===== config.mk =====
export PLATFORM = sky130hd
export DESIGN_NAME = ps2_rx_frame
export DESIGN_NICKNAME = d
export VERILOG_FILES = /design/src/rtl/ps2_rx_frame.sv
export SDC_FILE = /design/constraint.sdc
export NUM_CORES = 1
export LEC_CHECK = 0
export BUFFER_PORTS_ARGS = -buffer_cell sky130_fd_sc_hd__buf_2
export CORE_MARGIN = 4
export CORE_UTILIZATION = 28
export DETAILED_ROUTE_END_ITERATION = 10
export GPL_ROUTABILITY_DRIVEN = 1
export PLACE_DENSITY = 0.45
export SLEW_MARGIN = 20
export SYNTH_ARGS = -nofsm -noshare
export SYNTH_HDL_FRONTEND = slang
export SYNTH_SLANG_ARGS = --single-unit

===== constraint.sdc =====
create_clock -name clk -period 2.5 [get_ports clk]
set_input_delay 0.5 -clock clk [delete_from_list [all_inputs] [get_ports clk]]
set_output_delay 0.5 -clock clk [all_outputs]
set_load 0.1 [all_outputs]

===== src/rtl/ps2_rx_frame.sv =====
// PS/2 receive deframer: synchronises and glitch-filters the keyboard lines and
// extracts 8-bit scan bytes from 11-bit frames, with parity/stop checks and a watchdog.
module ps2_rx_frame #(
  parameter int FILTER_LEN  = 8,
  parameter int TIMEOUT_CYC = 200000,
  parameter int TO_W        = 18
) (
  input  logic       clk,
  input  logic       reset,
  input  logic       ps2c,
  input  logic       ps2d,
  input  logic       rx_en,
  output logic       rx_done_tick,
  output logic [7:0] dout,
  output logic       err_tick,
  output logic       busy
);

  typedef enum logic [1:0] {IDLE, DPS, LOAD} state_t;

  state_t                state_q, state_d;
  logic [1:0]            c_sync_q, d_sync_q;
  logic [FILTER_LEN-1:0] filt_q, filt_d;
  logic                  f_q, f_d;
  logic                  fall, d_s;
  logic [3:0]            cnt_q, cnt_d;
  logic [9:0]            b_q, b_d, b_shift;
  logic [TO_W-1:0]       wd_q, wd_d;
  logic [7:0]            dout_q, dout_d;
  logic                  done_q, done_d, err_q, err_d;

  // Frame layout is {stop, parity, d7..d0}; a good frame has stop=1 and odd parity.
  function automatic logic frame_ok(input logic [9:0] f);
    return f[9] & (^f[8:0]);
  endfunction

  assign d_s     = d_sync_q[1];
  assign filt_d  = {c_sync_q[1], filt_q[FILTER_LEN-1:1]};
  assign f_d     = (filt_q == '0) ? 1'b0 : ((filt_q == '1) ? 1'b1 : f_q);
  assign fall    = f_q & ~f_d;
  assign b_shift = {d_s, b_q[9:1]};

  always_ff @(posedge clk) begin
    if (!reset) begin
      state_q  <= IDLE;
      c_sync_q <= '1;
      d_sync_q <= '1;
      filt_q   <= '1;
      f_q      <= 1'b1;
      cnt_q    <= '0;
      b_q      <= '0;
      wd_q     <= '0;
      dout_q   <= '0;
      done_q   <= 1'b0;
      err_q    <= 1'b0;
    end else begin
      state_q  <= state_d;
      c_sync_q <= {c_sync_q[0], ps2c};
      d_sync_q <= {d_sync_q[0], ps2d};
      filt_q   <= filt_d;
      f_q      <= f_d;
      cnt_q    <= cnt_d;
      b_q      <= b_d;
      wd_q     <= wd_d;
      dout_q   <= dout_d;
      done_q   <= done_d;
      err_q    <= err_d;
    end
  end

  // The stop-bit fall resolves the frame directly, so the registered ticks
  // land in the single LOAD cycle that follows it.
  always_comb begin
    state_d = state_q;
    cnt_d   = cnt_q;
    b_d     = b_q;
    wd_d    = wd_q;
    dout_d  = dout_q;
    done_d  = 1'b0;
    err_d   = 1'b0;
    case (state_q)
      IDLE: begin
        if (fall && rx_en && !d_s) begin
          b_d     = '0;
          cnt_d   = 4'd9;
          wd_d    = '0;
          state_d = DPS;
        end
      end
      DPS: begin
        if (fall) begin
          b_d  = b_shift;
          wd_d = '0;
          if (cnt_q == 4'd0) begin
            state_d = LOAD;
            if (frame_ok(b_shift)) begin
              dout_d = b_shift[7:0];
              done_d = 1'b1;
            end else begin
              err_d = 1'b1;
            end
          end else begin
            cnt_d = cnt_q - 4'd1;
          end
        end else if (wd_q == TO_W'(TIMEOUT_CYC - 1)) begin
          err_d   = 1'b1;
          wd_d    = '0;
          state_d = IDLE;
        end else begin
          wd_d = wd_q + TO_W'(1);
        end
      end
      LOAD: begin
        state_d = IDLE;
      end
      default: begin
        state_d = IDLE;
      end
    endcase
  end

  always_comb begin
    busy         = (state_q != IDLE);
    rx_done_tick = done_q;
    err_tick     = err_q;
    dout         = dout_q;
  end

endmodule


==> results.toml, run 1 <==
[synthesis]
synth_top_area_cell = "dfxtp_1"
synth_nets = 292
yosysMostFrequentCell = "dfxtp_1"
ys_seq_area_share_pct = 42.9
synth_area_per_cell_um2 = 9.20
synth_top_area_share_pct = 42.9
syn_inst = 284
synth_edf_count = 0
ys_ff_latch = 56
synth_warnings = 0
ys_types = 54
synth_area_um2 = 2610
ys.flop_type = "dfxtp_1"
yosys-top-cells-count = "dfxtp_1, nor2_1, a21oi_1, nand2_1, nand3_1"
synthTopCellsByArea = "dfxtp_1, mux2i_1, nor2_1"
synthArstFlopShare_pct = 0

[floorplanning]
io_pins = 16
die_area_um2 = 10900
fp.dieH_um = 105
start_util_pct = 29.4
coreArea_um2 = 8890
dieWidth_um = 105
fp-row-count = 34

[detailed_routing]
vias = 2079
detail-route-antenna-nets = 0
drt_pre_antenna_iters = 4
wl_um = 5780
viasPerCell = 5.10
drc = 0
wire_per_inst_um = 14.2
drt_iter0_drc = 61

[pwr]
p_per_area_nw_per_um2 = 504
p_leak_uw = 0.000973
peakVddDrop_mv = 0.187
design_power_total_uw = 1470

[worst_setup_path]
end_kind = "flop"
critPathLaunchType = "flop"
worstPathArrival_ps = 2280
worstSetupPathType = "reg -> reg"
crit_buf_inv = 0
worstPathRequired_ps = 2690
r2r_slack_ps = 420
cp_max_fo = 12
slowest_delay_ps = 640
worst_path_max_delay_cell = "or3_1"
rr_worst_depth = 5
r2r_end = "dout[3]"
path_cells = "nor4_2, nand3_2, or3_1, o21ai_1, a21oi_1"
cp_top_family = "simple AND/OR/NAND/NOR gates"
regToRegStartpoint = "filt_q[0]"
path_depth = 5

[timing]
drv_slew = 0
fin_skew_ps = 5.92
finalSetupViolations = 0
setup_slack_ps = 416
max_slew_margin_pct = 60.4
fmax_ghz = 0.480
min_period_ps = 2080
fin_setup_tns_ps = 0
rsz0062_at_grt = "false"
hold_viol_final = 0
worst_slew_pin_slew_ps = 593
finalCritPeriodShare_pct = 83.3

[placed_design]
dp_hpwl_um = 3850
portBuffers = 15
gp_congestion = 0.732
post_dp_cell_area_um2 = 2810
place_worst_setup_slack_ps = 404

[global_route]
grt-ovfl-total = 0
grt_start_max_net_pins = 43
grt_pass1_vias = 2035
grt_pass1_wl_um = 9990
antenna_found_initial = 0
track_usage_pct = 10.9

[cells_and_area]
layout-drive-gt1-share_pct = 13.7
nFillCells = 936
design_area_um2 = 2910
nNetsFinal = 307
diodes = 0
areaGrowthSynthToFinish_pct = 11.3

[hold_path]
whs_path_depth = 2
hold_start = "ps2d"
min_path_type = "in -> reg"
hold_end = "d_sync_q[0]"

[clock_network]
postCtsSetupRepairBufs = 0
holdBufCountCts = 0
cts_tree = "done"
clockBufferDepth = 2
clock_sinks = 56
htreeDepth = 2
clk_pin_slew_ps = 100
clock-root-buffer = "clkbuf_8"
clk_latency_ps = 310
numCtsBuffers = 5
post_cts_resize_count = 0

[run]
drv_cap = 0

[run_status]
status = "completed"
flip-flops by register name (all words and copies together), names as in the netlist:
signal and count:
wd_q 18, d_sync_q 2, err_tick 1, rx_done_tick 1
c_sync_q 2, cnt_q 4, b_q 9, state_q 2
filt_q 8, f_q 1, dout 8
through the flow:
stage	util, %	std cells	hold slack (ps)
6_report	32.7	408	361
3_3_place_gp	31.6	400	388
4_1_cts	32.7	408	356
3_5_place_dp	31.6	400	395
2_1_floorplan	-	284	386
5_1_grt	32.7	408	368
area by class of cell:
class / instances / area (um^2) / area share (%)
timing repair buffer: 20 / 125 / 4.30
tap: 108 / 135 / 4.64
sequential: 56 / 1120 / 38.5
clock buffer: 6 / 82.6 / 2.84
multi-input combinational: 210 / 1410 / 48.4
inverter: 6 / 22.5 / 0.774
clock inverter: 2 / 15.0 / 0.516
power by group:
| part | internal (uW) | leakage (uW) | total [uW] | switching, uW |
|---|---|---|---|---|
| Sequential | 895 | 0.000452 | 898 | 2.45 |
| Combinational | 7.36 | 0.000477 | 27.0 | 19.6 |
| Clock | 225 | 0.0000434 | 541 | 316 |
| Total | 1130 | 0.000973 | 1470 | 338 |
cell families (layout without fill, tap and decap cells):
kind of cell    Yosys count  after routing  share of synthesized area, %
compound gates           65             65                          17.9
xor+xnor                  6              6                          3.06
fa+ha+maj                 3              3                          1.44
buf+inv                  18             34                          3.21
flops                    56             56                          42.9
mux                      13             13                          5.31
simple gates            123            123                          26.2
worst max-delay path by stage:
stage	slack [ps]	end	startpoint
2_1_floorplan	690	cnt_q[3]	filt_q[0]
3_3_place_gp	470	dout[5]	filt_q[0]
3_5_place_dp	400	dout[0]	filt_q[0]
4_1_cts	390	dout[2]	filt_q[0]
5_1_grt	240	dout[4]	filt_q[0]
6_report	420	dout[3]	filt_q[0]
routing by layer:
metal / vias up / share of wire [%] / global-route usage (%) / wire (um)
li1: 1070 / - / - / -
met1: 988 / 52 / 14.8 / 3000
met2: 15 / 45 / 17.8 / 2590
met3: 6 / 2.1 / 2.28 / 122
met4: 0 / 1.1 / 2.81 / 66
met5: - / 0 / 0 / 0
cell usage in the layout (no fill, tap or decap), drive strengths merged, types with 3 or more instances in the layout:
master | Yosys | final
dfxtp | 56 | 56
nor4 | 6 | 6
a21oi | 20 | 20
a41oi | 4 | 4
or3 | 5 | 5
o21ai | 15 | 15
or4 | 3 | 3
nor3 | 10 | 10
nand2 | 19 | 19
nand4 | 5 | 5
buf | 6 | 20
inv | 5 | 5
mux2i | 12 | 12
and2 | 11 | 11
ha | 3 | 3
clkbuf | 6 | 6
a311oi | 8 | 8
nand2b | 13 | 13
nor2 | 26 | 26
nand3 | 16 | 16
a31oi | 3 | 3
Power figures use the tool's default switching activity.
==> inputs of run 2 (changes only) <==
==> constraint.sdc (replaced) <==
create_clock -name clk -period 2.2 [get_ports clk]
set_input_delay 0.44 -clock clk [delete_from_list [all_inputs] [get_ports clk]]
set_output_delay 0.44 -clock clk [all_outputs]
set_load 0.1 [all_outputs]
==> run 2 against run 1 <==
Net effect:
- cell count rose by 3.2%
- sequential share of layout area fell by 1.5 points
- critical path depth rose by 2
- largest cell class unchanged
==> results.toml, run 2 (synthesized netlist as in run 1, its figures left out) <==
[run_status]
status = "completed"

[cells_and_area]
layout_common_cells = "dfxtp_1, nor2_1, a21oi_1, nand2_1, buf_4"
regMostFlops = "wd_q"
diodes = 0
areaGrowthSynthToFinish_pct = 16.0
layout-drive-gt1-share_pct = 17.9
post-route-util_pct = 34.1
top_regs = "wd_q: 18 flops, b_q: 9 flops"
design_area_um2 = 3030
nNetsFinal = 320
final_common_cell = "dfxtp_1"
largest_register_ffs = 18

[placed_design]
dp_hpwl_um = 4030
gp_congestion = 0.748
portBuffers = 15
post_dp_cell_area_um2 = 2910

[worst_setup_path]
slowest_delay_ps = 490
cp_max_fo = 7
end_kind = "flop"
worst_path_max_delay_cell = "or4_1"
worstPathArrival_ps = 2200
cp_top_family = "simple AND/OR/NAND/NOR gates"
crit_buf_inv = 1
worstSetupPathType = "reg -> reg"
worstPathRequired_ps = 2450
path_cells = "ha_1, nand3_1, buf_4, nor2_1, nand4_1, or4_1, a31oi_1"
critPathLaunchType = "flop"

[timing]
fin_setup_tns_ps = 0
drv_slew = 0
max_slew_margin_pct = 55.3
finalSetupViolations = 0
fin_skew_ps = 11.4
fmax_ghz = 0.512
rsz0062_at_grt = "false"
hold_viol_final = 0
worst_slew_pin_slew_ps = 666
holdWs_ps = 299
min_period_ps = 1950
finalCritPeriodShare_pct = 88.8

[floorplanning]
fp.dieH_um = 105
io_pins = 16
dieWidth_um = 105
coreArea_um2 = 8890
die_area_um2 = 10900
start_util_pct = 29.4
fp-row-count = 34

[clock_network]
holdBufCountCts = 0
clk_pin_slew_ps = 110
numCtsBuffers = 5
clockBufferDepth = 2
htreeDepth = 2
clock-root-buffer = "clkbuf_8"
cts_tree = "done"
clk_latency_ps = 310
clock_sinks = 56

[detailed_routing]
drt_iter0_drc = 113
drc = 0
wl_met2_um = 2580
vias = 2121
drt_pre_antenna_iters = 4
wire_per_inst_um = 14.0
wl_met1_um = 3120
viasPerCell = 5.04
detail-route-antenna-nets = 0
top_layer = "met4"
wl_um = 5890
wl_met3_um = 136

[pwr]
design_power_total_uw = 1650
p_leak_uw = 0.00107
peakVddDrop_mv = 0.218
p_per_area_nw_per_um2 = 543

[global_route]
grt-ovfl-total = 0
antenna_found_initial = 0
grt_pass1_vias = 1954
grt_start_max_net_pins = 26
grt_pass1_wl_um = 10100
track_usage_pct = 11.1

[run]
drv_cap = 0

[hold_path]
min_path_type = "in -> reg"
[run 2: path summary, 6_finish.rpt]
kind	slack (ps)	cells after the start	end	start
worst min register to register	420	1	filt_q[7]	c_sync_q[1]
worst max register to register	250	7	wd_q[16]	wd_q[1]
worst max-delay path	250	7	wd_q[16]	wd_q[1]
worst min-delay path	300	2	d_sync_q[0]	ps2d
[run 2: cell type report]
type	count	area [um^2]
fill	924	5860
multi-input combinational	210	1440
sequential	56	1120
timing repair buffer	33	223
tap	108	135
clock buffer	5	68.8
clock inverter	3	22.5
inverter	6	22.5
[run 2: per-stage QoR]
step	std cells	setup WS [ps]
global route	421	53.4
global placement	413	34.8
CTS	421	10.8
detailed placement	413	30.3
finish	421	247
floorplan	284	391
[run 2: power breakdown]
group	internal, uW	leakage, uW	switching, uW
Sequential	1020	0.000452	3.13
Combinational	11.9	0.000564	23.3
Clock	230	0.0000485	361
Total	1260	0.00107	387
[run 2: per-layer routing]
layer	global-route usage, %	vias up
li1	-	1101
met1	15.6	996
met2	17.4	19
met3	2.22	5
met4	2.81	0
met5	0	-
[run 2: what timing repair did]
item | 4_1_cts | 5_1_grt
hold endpoints to repair | 0 | 0
endpoints found under the setup margin | 0 | 38
gates resized for setup | 0 | 5
setup buffers | 0 | 0
